<file path="config.mk">
export PLATFORM = sky130hd
export DESIGN_NAME = compare_sequencer
export DESIGN_NICKNAME = d
export VERILOG_FILES = /design/src/rtl/compare_sequencer.sv
export SDC_FILE = /design/constraint.sdc
export NUM_CORES = 1
export LEC_CHECK = 0
export CORE_UTILIZATION = 50
export DETAILED_ROUTE_END_ITERATION = 10
export PLACE_DENSITY = 0.78
export SYNTH_ARGS = -nofsm -noshare
export SYNTH_HDL_FRONTEND = slang
export SYNTH_SLANG_ARGS = --single-unit
</file>
<file path="constraint.sdc">
create_clock -name clk -period 3 [get_ports clk]
set_input_delay 0.6 -clock clk [delete_from_list [all_inputs] [get_ports clk]]
set_output_delay 0.6 -clock clk [all_outputs]
set_load 0.03 [all_outputs]
</file>
<file path="src/rtl/compare_sequencer.sv">
// Serial MSB-first magnitude comparator driving a comparison-symbol decoder.
// Produces =, >, < codes with a one-cycle done pulse and optional timed blanking.
module compare_sequencer #(
  parameter int WIDTH       = 8,
  parameter int HOLD_CYCLES = 0
) (
  input  logic             clk,
  input  logic             rst_n,
  input  logic             start,
  input  logic [WIDTH-1:0] a,
  input  logic [WIDTH-1:0] b,
  output logic             busy,
  output logic             done,
  output logic [2:0]       symbol
);

  localparam int IDX_W = (WIDTH > 1) ? $clog2(WIDTH) : 1;
  localparam int HC_W  = (HOLD_CYCLES > 0) ? $clog2(HOLD_CYCLES + 1) : 1;

  localparam logic [IDX_W-1:0] IDX_ONE   = IDX_W'(1);
  localparam logic [IDX_W-1:0] IDX_MSB   = IDX_W'(WIDTH - 1);
  localparam logic [HC_W-1:0]  HOLD_ONE  = HC_W'(1);
  localparam logic [HC_W-1:0]  HOLD_LOAD = HC_W'(HOLD_CYCLES);

  localparam logic [2:0] SYM_BLANK = 3'b000;
  localparam logic [2:0] SYM_EQ    = 3'b100;
  localparam logic [2:0] SYM_GT    = 3'b010;
  localparam logic [2:0] SYM_LT    = 3'b001;

  typedef enum logic [1:0] {
    IDLE    = 2'd0,
    COMPARE = 2'd1,
    HOLD    = 2'd2
  } state_e;

  state_e           state_q, state_d;
  logic [WIDTH-1:0] a_q, a_d, b_q, b_d;
  logic [IDX_W-1:0] idx_q, idx_d;
  logic [HC_W-1:0]  hold_q, hold_d;
  logic             busy_q, busy_d;
  logic             done_q, done_d;
  logic [2:0]       symbol_q, symbol_d;

  // Next-state and next-output computation for the comparison sequencer.
  always_comb begin
    state_d  = state_q;
    a_d      = a_q;
    b_d      = b_q;
    idx_d    = idx_q;
    hold_d   = hold_q;
    busy_d   = busy_q;
    done_d   = 1'b0;
    symbol_d = symbol_q;
    case (state_q)
      IDLE: begin
        if (start) begin
          a_d      = a;
          b_d      = b;
          idx_d    = IDX_MSB;
          busy_d   = 1'b1;
          symbol_d = SYM_BLANK;
          state_d  = COMPARE;
        end else begin
          busy_d   = 1'b0;
          symbol_d = SYM_BLANK;
        end
      end
      COMPARE: begin
        // Only the shadow operands are examined; start and live inputs are ignored here.
        if (a_q[idx_q] != b_q[idx_q]) begin
          symbol_d = a_q[idx_q] ? SYM_GT : SYM_LT;
          done_d   = 1'b1;
          busy_d   = 1'b0;
          hold_d   = HOLD_LOAD;
          state_d  = HOLD;
        end else if (idx_q == '0) begin
          symbol_d = SYM_EQ;
          done_d   = 1'b1;
          busy_d   = 1'b0;
          hold_d   = HOLD_LOAD;
          state_d  = HOLD;
        end else begin
          idx_d    = idx_q - IDX_ONE;
        end
      end
      HOLD: begin
        // A new start takes priority over a hold expiry landing on the same edge.
        if (start) begin
          a_d      = a;
          b_d      = b;
          idx_d    = IDX_MSB;
          busy_d   = 1'b1;
          symbol_d = SYM_BLANK;
          state_d  = COMPARE;
        end else if ((HOLD_CYCLES != 0) && (hold_q == HOLD_ONE)) begin
          hold_d   = '0;
          symbol_d = SYM_BLANK;
          state_d  = IDLE;
        end else if (HOLD_CYCLES != 0) begin
          hold_d   = hold_q - HOLD_ONE;
        end else begin
          hold_d   = hold_q;
        end
      end
      default: begin
        state_d  = IDLE;
        busy_d   = 1'b0;
        symbol_d = SYM_BLANK;
      end
    endcase
  end

  // State, shadow operand and registered output flops.
  always_ff @(posedge clk or negedge rst_n) begin
    if (!rst_n) begin
      state_q  <= IDLE;
      a_q      <= '0;
      b_q      <= '0;
      idx_q    <= '0;
      hold_q   <= '0;
      busy_q   <= 1'b0;
      done_q   <= 1'b0;
      symbol_q <= SYM_BLANK;
    end else begin
      state_q  <= state_d;
      a_q      <= a_d;
      b_q      <= b_d;
      idx_q    <= idx_d;
      hold_q   <= hold_d;
      busy_q   <= busy_d;
      done_q   <= done_d;
      symbol_q <= symbol_d;
    end
  end

  assign busy   = busy_q;
  assign done   = done_q;
  assign symbol = symbol_q;

endmodule

</file>
## Yosys cells after proc, flatten, opt, wreduce, memory -nomap -nowiden

Index checks and enable logic that the tools add are counted.

| word-level totals | value |
|---|---|
| bits in registers | 26 |
| output and inout bits | 5 |
| word-level logic and storage cells | 50 |

| operators by class | value |
|---|---|
| $add $sub $neg | 1 |
| $lt $le $gt $ge | 1 |
| equal/unequal tests | 8 |
| mux-type cells | 25 |
| reductions and logical operators | 8 |

Operators by type and width:

| cell | number |
|---|---|
| 2-to-1 mux 3 bit | 6 |
| one-hot mux 3 bit (2 select lines) | 2 |
| 2-to-1 mux 1 bit | 9 |
| 2-to-1 mux 2 bit | 4 |
| binary-select mux 1 bit (select 3 bit) | 2 |
| inequality test 2 bit (second input constant) | 3 |
| AND reduction 2 bit | 3 |
| less-than comparator 3 x 4 -> 1 bit (second input constant) | 1 |
| one-hot mux 2 bit (2 select lines) | 1 |
| AND reduction 4 bit | 1 |
| logical NOT 3 bit | 1 |
| inequality test 3 bit (second input constant) | 1 |
| one-hot mux 1 bit (3 select lines) | 1 |
| subtractor 3 x 1 -> 3 bit (second input constant) | 1 |
| equality test 2 x 1 -> 1 bit (second input constant) | 1 |
| equality test 2 bit (second input constant) | 1 |
| logical NOT 2 bit | 1 |
| inequality test 2 x 1 -> 1 bit (second input constant) | 1 |
| nonzero test 2 bit | 1 |
| OR reduction 2 bit | 1 |
| inequality test 1 bit | 1 |

## Logic depth before layout (Yosys ltp)

| depth | value |
|---|---|
| word-level depth | 5 |
| depth in mapped cells | 8 |
| gate-level depth less buffers | 7 |

## Worst setup path before layout

OpenSTA, ideal clock, no wires.

| path | value |
|---|---|
| path type | flip-flop to flip-flop |
| start point | register idx_q[0] |
| end point | register idx_q[2] |
| setup time | 133 ps |
| arrival time | 1,969 ps |
| data required time | 2,867 ps |
| path slack | 897 ps |
| cell stages (with the launch flop) | 9 |
| cells stage by stage | dfrtp_1 buf_6 mux4_2 mux2i_1 inv_1 ha_1 and3b_1 a311oi_1 a31oi_1 |

| on the way | value |
|---|---|
| cells in the longest elaborated chain, start to end | 5 |
| elaborated cells on any way between the ends | 13 |

RTL lines:

| what | line | RTL |
|---|---|---|
| start, declared | 38 | `logic [IDX_W-1:0] idx_q, idx_d;` |
| start signal, assigned | 128 | `idx_q <= idx_d;` |
| binary-select mux 1 bit (select 3 bit) | 70 | `if (a_q[idx_q] != b_q[idx_q]) begin` |
| 2-to-1 mux 1 bit (not written as such) | 70 |  |
| inequality test 1 bit | 70 |  |
| inequality test 2 bit (no line) | - |  |
| AND reduction 4 bit (no line) | - |  |

Several ways; a longest one is shown, not always the timed one. The select of a mux whose other input is x is not followed.
A chain may end at the register's enable or synchronous reset.

## Final worst setup path

Same ends and word-level chain as after synthesis.

==> flow_metrics.tcl <==
set metrics [dict create \
    hold_viol 0 \
    dieArea_sq_um 2580 \
    fillers 170 \
    worst_pin_slew_ns 0.320 \
    timing.final.ws_setup_ns 0.641 \
    fmax_ghz 0.424 \
    place_area_sq_um 1450 \
    synthCells 85 \
    syn_avg_cell_area_sq_um 14.0 \
    cts_tree "built" \
    power.internal_mw 0.975 \
    layout_common_cells "26 x dfrtp_1, 23 x clkdlybuf4s50_1, 15 x mux2_2" \
    p_sw_mw 0.473 \
    place_inst 135 \
    fp.dieW_um 50.8 \
    crit_buf_inv 1 \
    hold_depth 1 \
    ys_warn_count 0 \
    synth_top_area_cell "dfrtp_1" \
    vias_per_cell 5.37 \
    rr_worst_depth 7 \
    syn_nets 108 \
    grt_pass1_vias 752 \
    start_util_pct 53.4 \
    final_common_cell "dfrtp_1" \
    clk_latency_ns 0.32 \
    finalCriticalPeriod_ns 2.36 \
    crit_path_end_kind "register" \
    drt-total-wl_um 1980 \
    grt.overflow.total 0 \
    rows 17 \
    grt_use_total_pct 18.5 \
    drt_iter0_markers 5 \
    combPwrFrac_pct 40.8 \
    cp.arrival_ns 2.57 \
    synth_area_leaders "dfrtp_1 55%, mux2_2 14%, mux4_2 7.6%" \
    htree_levels 1 \
    holdWs_ns 0.524 \
    path_clk_slew_ns 0.14 \
    ios 24 \
    vias 746 \
    p_per_area_nw_per_um2 963 \
    crit_cells 7 \
    grt_max_degree 27 \
    cap_violations 0 \
    antenna_found_initial 0 \
    postLayoutCoreUtil_pct 67.3 \
    clk_path_buf_depth 2 \
    diodes 0 \
    p_clk_share_pct 16.5 \
    remaining_drc_errors 0 \
    ys_types 24 \
    cts_buffers 3 \
    finalNonFillerCells 139 \
    slew_viol_final 0 \
    ys_seq_area_share_pct 54.6 \
    crit_slowest_cell "dfrtp_1" \
    cts_hold_buf 0 \
    post-route-period-util_pct 78.6 \
    critPathKind "register to register" \
    irDropWorstVdd_mv 0.614 \
    cts-resized-gates 0 \
    post_cts_buffers 0 \
    synth_top_area_share_pct 54.6 \
    crit_required_ns 3.21 \
    drt-pass1-iter-count 3 \
    cp_top_family "multiplexers" \
    cp_cell_sequence "mux4_2, mux2i_1, inv_1, ha_1, and3b_1, a311oi_1, a31oi_1" \
    fp.dieH_um 50.8 \
    hold_class "register to register" \
    setup_tns_ns 0 \
    wl_per_cell_um 14.2 \
    crit_fanout 7 \
    port_buffers 23 \
    critical_path.max_stage_delay_ns 0.55 \
    p_seq_share_pct 42.7 \
    gp_congestion 0.764 \
    clock-sinks 26 \
    status "complete, no violations" \
    synthesis.area_sq_um 1190 \
    cp-start-kind "register" \
    dp_slack_ns 0.622 \
    drive_gt1_share_pct 24.3 \
    cts-root-buf "clkbuf_4" \
    route.antenna.remaining_nets 0 \
    p_leak_nw 0.658 \
    power_mw 1.45 \
    setup_violations 0 \
    fin_nets 135 \
    grt_pass1_wl_um 3410 \
    detailed_place_hpwl_um 1530 \
    synth-seq-cells 26 \
    stdcell_area_sq_um 1500 \
    rsz0062_at_grt "false" \
    p_sw_share_pct 32.7 \
    fin_skew_ns 0.00124 \
    slew_headroom_pct 78.7 \
    syn2layout_area_growth_pct 26.1 \
    core_area_sq_um 2230 \
]
worst reg2reg max path, delay by kind of cell (launching register included):
family,cells,cell delay (ns)
AOI/OAI and AO/OA,2,0.34
adders and majority gates,1,0.30
buffers and inverters,1,0.06
DFF,1,0.55
muxes,2,0.75
and+or+nand+nor,1,0.24
path summary, 6_finish.rpt:
path	end	start	slack (ns)
setup reg to reg	idx_q[2]	idx_q[0]	0.64
hold reg to reg	b_q[4]	b_q[4]	0.52
setup / recovery	idx_q[2]	idx_q[0]	0.64
hold / removal	b_q[4]	b_q[4]	0.52
min in group asynchronous	symbol[1]	rst_n	0.62
max in group asynchronous	a_q[0]	rst_n	2.14
power groups by stage:
stage / logic, mW / clock network (mW) / registers [mW]
CTS: 0.602 / 0.242 / 0.622
finish: 0.591 / 0.239 / 0.618
floorplan: 0.426 / 0 / 0.627
global route: 0.653 / 0.256 / 0.641
global placement: 0.570 / 0 / 0.627
detailed placement: 0.602 / 0 / 0.630
per-layer routing:
layer | vias up | GRT usage [%] | share of wire [%]
li1 | 360 | - | -
met1 | 364 | 24.0 | 46
met2 | 18 | 30.2 | 48
met3 | 4 | 3.57 | 3.3
met4 | 0 | 8.33 | 2.1
met5 | - | 0 | 0
layout make-up:
cell class | instances | area [sq um] | area share (%)
repair buffers | 25 | 245 | 16.3
flip-flops and latches | 26 | 651 | 43.3
inverters | 6 | 22.5 | 1.50
clock inverters | 1 | 30.0 | 2.00
well taps | 28 | 35.0 | 2.33
clock buffers | 3 | 22.5 | 1.50
multi-input cells | 50 | 498 | 33.1
state kept, by name, indices dropped and copies added, names as in the netlist:
name / flops
a_q: 8
b_q: 8
busy: 1
done: 1
idx_q: 3
state_q: 2
symbol: 3
Yosys cell counts:
cell	instances
buf_6	1
inv_1	6
dfrtp_1	26
nor2_1	1
or3b_2	1
o21ai_1	1
mux2i_1	2
ha_1	4
a31oi_1	1
a22o_1	2
nand3b_1	1
a211oi_1	2
a21oi_1	4
or2_2	1
mux4_2	4
mux2_1	1
o2bb2ai_1	1
a311oi_1	1
o21ai_0	2
nand2b_1	3
and3b_1	1
nor2b_1	2
buf_2	2
mux2_2	15
kinds of logic after synthesis:
kind of cell / synth area share [%]
DFF: 54.6
muxes: 24.3
AOI/OAI and AO/OA: 7.66
and+or+nand+nor: 5.56
buffers and inverters: 3.67
adders and majority gates: 4.20
No activity file was read; power rests on OpenSTA's default activity.
